==> src/rtl/shift_left_deserializer.sv <==
// Serial-in, parallel-out converter with a one-word output buffer.
// Bits arrive on a valid/ready serial port, are shifted into a WIDTH-bit
// register and each completed word is presented on a valid/ready parallel
// port. Collection of the next word overlaps with draining of the previous one.
//
// Optional feature (macro PARITY_CHECK_EN): each frame carries one trailing
// even-parity bit that is checked but not stored; out_parity_err is then
// registered alongside out_data.
module shift_left_deserializer #(
  parameter int WIDTH     = 8,
  parameter bit MSB_FIRST = 1'b1
) (
  input  logic             clk,
  input  logic             rst_n,
  input  logic             ser_in,
  input  logic             ser_valid,
  output logic             ser_ready,
  output logic [WIDTH-1:0] out_data,
  output logic             out_valid,
  input  logic             out_ready
`ifdef PARITY_CHECK_EN
  ,
  output logic             out_parity_err
`endif
);

`ifdef PARITY_CHECK_EN
  localparam int FRAME_BITS = WIDTH + 1;
`else
  localparam int FRAME_BITS = WIDTH;
`endif
  localparam int            CNT_W = $clog2(FRAME_BITS);
  localparam logic [CNT_W-1:0] LAST = CNT_W'(FRAME_BITS - 1);

  typedef enum logic {
    COLLECT = 1'b0,  // accepting serial bits
    FULL    = 1'b1   // completed word parked in sh, waiting for the buffer
  } state_t;

  state_t           state, state_next;
  logic [WIDTH-1:0] sh, sh_next;
  logic [CNT_W-1:0] cnt;
  logic             accept;
  logic             data_bit;
  logic             word_done;
  logic             buf_free;

  assign accept    = ser_valid && ser_ready;
  assign word_done = accept && (cnt == LAST);
  assign buf_free  = !out_valid || out_ready;

`ifdef PARITY_CHECK_EN
  // The final bit of a frame is the parity bit and never enters sh.
  assign data_bit = (cnt != LAST);
`else
  assign data_bit = 1'b1;
`endif

  // Shift-register next value; the assembled word on the completing edge.
  always_comb begin
    // NOTE: every always_comb output gets a default first so no path can
    // leave it unassigned and infer a latch.
    sh_next = sh;
    if (accept && data_bit) begin
      if (MSB_FIRST) sh_next = {sh[WIDTH-2:0], ser_in};
      else           sh_next = {ser_in, sh[WIDTH-1:1]};
    end
  end

  // State register.
  always_ff @(posedge clk) begin
    // NOTE: sequential state uses non-blocking assignments so every register
    // samples pre-edge values regardless of statement order.
    if (!rst_n) state <= COLLECT;
    else        state <= state_next;
  end

  // Next-state and serial-side ready.
  always_comb begin
    state_next = state;
    ser_ready  = 1'b0;
    case (state)
      COLLECT: begin
        ser_ready = rst_n;
        if (word_done && !buf_free) state_next = FULL;
      end
      FULL: begin
        if (out_valid && out_ready) state_next = COLLECT;
      end
      default: state_next = COLLECT;
    endcase
  end

  // Shift register, bit counter and output buffer.
  always_ff @(posedge clk) begin
    if (!rst_n) begin
      sh        <= '0;
      cnt       <= '0;
      out_data  <= '0;
      out_valid <= 1'b0;
    end else begin
      if (accept) begin
        sh  <= sh_next;
        cnt <= word_done ? '0 : cnt + 1'b1;
      end
      if (word_done && buf_free) begin
        out_data  <= sh_next;
        out_valid <= 1'b1;
      end else if (state == FULL && out_ready) begin
        out_data  <= sh;
        out_valid <= 1'b1;
      end else if (out_valid && out_ready) begin
        out_valid <= 1'b0;
      end
    end
  end

`ifdef PARITY_CHECK_EN
  logic par_acc;

  // Running XOR over the frame; it follows a parked word into FULL.
  always_ff @(posedge clk) begin
    if (!rst_n) begin
      par_acc        <= 1'b0;
      out_parity_err <= 1'b0;
    end else begin
      if (word_done && buf_free) begin
        par_acc        <= 1'b0;
        out_parity_err <= par_acc ^ ser_in;
      end else if (accept) begin
        par_acc <= par_acc ^ ser_in;
      end else if (state == FULL && out_ready) begin
        par_acc        <= 1'b0;
        out_parity_err <= par_acc;
      end
    end
  end
`endif

endmodule

==> config.mk <==
export PLATFORM = sky130hd
export DESIGN_NAME = shift_left_deserializer
export DESIGN_NICKNAME = d
export VERILOG_FILES = /design/src/rtl/shift_left_deserializer.sv
export SDC_FILE = /design/constraint.sdc
export NUM_CORES = 1
export LEC_CHECK = 0
export ABC_AREA = 1
export BUFFER_PORTS_ARGS = -buffer_cell sky130_fd_sc_hd__buf_2
export CAP_MARGIN = 25
export CELL_PAD_IN_SITES_DETAIL_PLACEMENT = 1
export CELL_PAD_IN_SITES_GLOBAL_PLACEMENT = 1
export CORE_AREA = 2 2 54 56
export DETAILED_ROUTE_END_ITERATION = 12
export DIE_AREA = 0 0 56 58
export GPL_TIMING_DRIVEN = 0
export PLACE_DENSITY_LB_ADDON = 0.1
export SYNTH_ARGS = -nofsm -noshare
export SYNTH_HDL_FRONTEND = slang
export SYNTH_SLANG_ARGS = --single-unit
==> constraint.sdc <==
create_clock -name clk -period 2.9 [get_ports clk]
set_input_delay 0.87 -clock clk [delete_from_list [all_inputs] [get_ports clk]]
set_output_delay 0.87 -clock clk [all_outputs]
set_load 0.005 [all_outputs]
==> impl_metrics.prom <==
# TYPE chip_impl_metric gauge
chip_impl_metric{name="syn-instance-count",unit=""} 146
chip_impl_metric{name="portBuffers",unit=""} 12
chip_impl_metric{name="via_count_of_the_first_global_routing_pass",unit=""} 899
chip_impl_metric{name="layout.nets",unit=""} 170
chip_impl_metric{name="design.core.area",unit="sq um"} 2660
chip_impl_metric{name="max_freq",unit="MHz"} 422
chip_impl_metric{name="die-height",unit="um"} 58
chip_impl_metric{name="postSynthRegisterBits",unit=""} 21
chip_impl_info{name="yosys_most_used_dff",value="dfxtp_1"} 1
chip_impl_metric{name="grt_max_degree",unit=""} 13
chip_impl_metric{name="multiInputGateArea",unit="sq um"} 548
chip_impl_metric{name="report.final.slew_viol_count",unit=""} 0
chip_impl_metric{name="ir_worst_vdd",unit="uV"} 242
chip_impl_metric{name="grt_usage",unit="%"} 17.4
chip_impl_metric{name="synth.distinct_cells",unit=""} 21
chip_impl_metric{name="layout-area-overhead-vs-synth",unit="%"} 11.7
chip_impl_metric{name="cts.reportedPaths.clkPinSlew",unit="ns"} 0.12
chip_impl_metric{name="cell_count_after_placement",unit=""} 189
chip_impl_metric{name="async_flop_share",unit="%"} 0
chip_impl_info{name="timing_worst_setup_path_type",value="in -> out"} 1
chip_impl_metric{name="worst-endpoint-required",unit="ns"} 2.03
chip_impl_metric{name="grt.met1_usage",unit="%"} 24.3
chip_impl_metric{name="count_of_inserted_antenna_diode_cells",unit=""} 0
chip_impl_metric{name="avgViaCountPerCell",unit=""} 4.91
chip_impl_metric{name="final.min_clock_period",unit="ns"} 2.37
chip_impl_metric{name="timing.final.crit_share",unit="%"} 81.7
chip_impl_metric{name="cts.repair.resized",unit=""} 0
chip_impl_metric{name="clkSinkCount",unit=""} 21
chip_impl_metric{name="detailroute.via_count",unit=""} 947
chip_impl_metric{name="maxCapViolCount",unit=""} 0
chip_impl_metric{name="slew_headroom",unit="%"} 63.8
chip_impl_metric{name="worst_ep_arrival_time",unit="ns"} 1.50
chip_impl_metric{name="grt_pass1_wl",unit="um"} 4350
chip_impl_metric{name="net_count_of_the_mapped_netlist",unit=""} 153
chip_impl_metric{name="hpwlAfterDp",unit="um"} 1820
chip_impl_info{name="netlist_top_cells_area",value="dfxtp_1, nand2_1, nand3_1, nor2_1, o21bai_1"} 1
chip_impl_metric{name="floorplan.die.width",unit="um"} 56
chip_impl_metric{name="powerDensity",unit="nW/um^2"} 424
chip_impl_metric{name="gp_routability_congestion",unit=""} 0.771
chip_impl_info{name="worstSetupStartpointType",value="primary input"} 1
chip_impl_info{name="tritoncts",value="done"} 1
chip_impl_metric{name="timing.final.setup_violations",unit=""} 0
chip_impl_metric{name="synth.yosys.warnings",unit=""} 0
chip_impl_metric{name="reg2reg_setup_slack",unit="ns"} 1.33
chip_impl_metric{name="floorplan.initialDensity",unit="%"} 40.5
chip_impl_metric{name="avgRoutedWirePerCell",unit="um"} 12.7
chip_impl_metric{name="drc",unit=""} 0
chip_impl_metric{name="met2_global_route_usage",unit="%"} 26.6
chip_impl_info{name="rsz_0062_raised_after_global_routing",value="false"} 1
chip_impl_metric{name="worst_slew_pin_slew",unit="ns"} 0.543
chip_impl_metric{name="dieArea",unit="sq um"} 3250
chip_impl_info{name="setup.worst_path.end_class",value="primary output"} 1
chip_impl_info{name="synth_commonest_cells",value="nand2_1, dfxtp_1, nand3_1"} 1
chip_impl_metric{name="top_level_ports",unit=""} 15
chip_impl_info{name="synth_top_cell_by_area",value="dfxtp_1"} 1
chip_impl_metric{name="final-seq-area",unit="sq um"} 420
chip_impl_metric{name="nFillCells",unit=""} 353
chip_impl_info{name="clk_root_buffer_cell",value="clkbuf_4"} 1
chip_impl_metric{name="finalWirelength",unit="um"} 2460
chip_impl_metric{name="antenna_violating_nets_post_route",unit=""} 0
chip_impl_metric{name="area_share_of_the_largest_cell_type_after_synthesis",unit="%"} 39.0
chip_impl_metric{name="setup_bufs_post_cts",unit=""} 0
chip_impl_metric{name="post_route_cells_drive_above_1_share",unit="%"} 22.2
chip_impl_metric{name="timing.setup.tns",unit="ns"} 0
chip_impl_metric{name="pleak",unit="uW"} 0.000537
chip_impl_info{name="grt-busiest-layer",value="met2"} 1
chip_impl_info{name="yosys.cell_count.top_type",value="nand2_1"} 1
chip_impl_info{name="status",value="finished, final reports clean"} 1
chip_impl_metric{name="groute.layer.met3.usage",unit="%"} 2.01
chip_impl_metric{name="cp_max_fo",unit=""} 9
chip_impl_metric{name="drt_first_pass_iters",unit=""} 4
chip_impl_metric{name="finalHoldViolations",unit=""} 0
chip_impl_metric{name="register_area_share_after_synthesis",unit="%"} 39.0
chip_impl_metric{name="clock-skew-final",unit="ns"} 0.0107
chip_impl_metric{name="mappedNetlistArea",unit="sq um"} 1080
chip_impl_metric{name="clockBufferDepth",unit=""} 2
chip_impl_metric{name="cts_inserted_buffers",unit=""} 3
chip_impl_metric{name="std_cell_rows",unit=""} 19
chip_impl_info{name="worstHoldPathType",value="reg -> reg"} 1
chip_impl_metric{name="number_of_antenna_violations_at_the_first_check_in_global_routing",unit=""} 0
chip_impl_metric{name="finish.cell_count_without_fillers",unit=""} 193
chip_impl_metric{name="grt_overflow",unit=""} 0
chip_impl_metric{name="cts_hold_repair.buffers",unit=""} 0
chip_impl_metric{name="initial_detailed_routing_violation_count",unit=""} 12
chip_impl_metric{name="worst_skew_pair.late_latency",unit="ns"} 0.32
chip_impl_metric{name="synth_edf_count",unit=""} 0
chip_impl_metric{name="htreeDepth",unit=""} 1
chip_impl_metric{name="synthesis.area_per_instance",unit="sq um"} 7.38
==> metrics by stage <==
stage	hold slack (ns)	total power, uW	cell area (sq um)	setup WS, ns	utilization, %
after floorplan	0.446	351	1080	0.779	-
after global placement	0.457	363	1180	0.520	44.2
after detailed placement	0.464	365	1180	0.523	44.2
after CTS	0.482	516	1200	0.522	45.2
after global routing	0.516	538	1200	0.465	45.2
final	0.478	510	1200	0.530	45.2
==> report_power, final <==
part           internal, uW  leakage [uW]  switching (uW)
combinational          18.5      0.000349            36.2
sequential              299      0.000171            3.85
clock                  51.7     0.0000177             101
total                   369      0.000537             141
==> placed cells by master, fill, tap and decap left out, drive strengths merged <==
cell and n:
o31ai 1, a21oi 10, dfxtp 21, inv 16
nand4 1, nor2 21, nand2 38, clkinv 1
nand3 22, o21bai 8, buf 17, ha 2
clkbuf 4
==> path summary, 6_finish.rpt <==
path | cells past startpoint | from | end
worst max-delay path | 4 | rst_n | ser_ready
worst min-delay path | 2 | cnt[1] | cnt[1]
worst max register to register | 7 | cnt[0] | out_data[7]
worst min register to register | 2 | cnt[1] | cnt[1]
==> layer usage <==
layer	wire length, um	vias up
li1	-	497
met5	0	-
met3	73	5
met1	1260	430
met2	1070	15
met4	55	0
==> registers in the layout (all words and copies together) (netlist names) <==
register / cells
cnt: 3
out_valid: 1
sh: 8
state: 1
out_data: 8
==> cell families (layout without fill, tap and decap cells) <==
group | Yosys count | in the layout | share of synthesized area (%)
adder cells (fa/ha/maj) | 2 | 2 | 2.32
flip-flops | 21 | 21 | 39.0
buffers and inverters | 22 | 38 | 10.1
AND/OR/NAND/NOR | 82 | 82 | 36.9
AO/OA/AOI/OAI | 19 | 19 | 11.6
==> worst max-delay path: stages <==
cell and delay (ns):
buf_4 0.15, inv_2 0.10, nor2_4 0.21, buf_2 0.16
==> cell type report <==
class / instances / share of cell area [%]
clock buffer: 3 / 1.87
multi-input combinational: 103 / 45.5
clock inverter: 1 / 0.416
inverter: 16 / 4.99
tap: 31 / 3.22
sequential: 21 / 34.9
timing repair buffer: 12 / 4.99
buffer: 6 / 4.05
No activity file was read; power rests on OpenSTA's default activity.
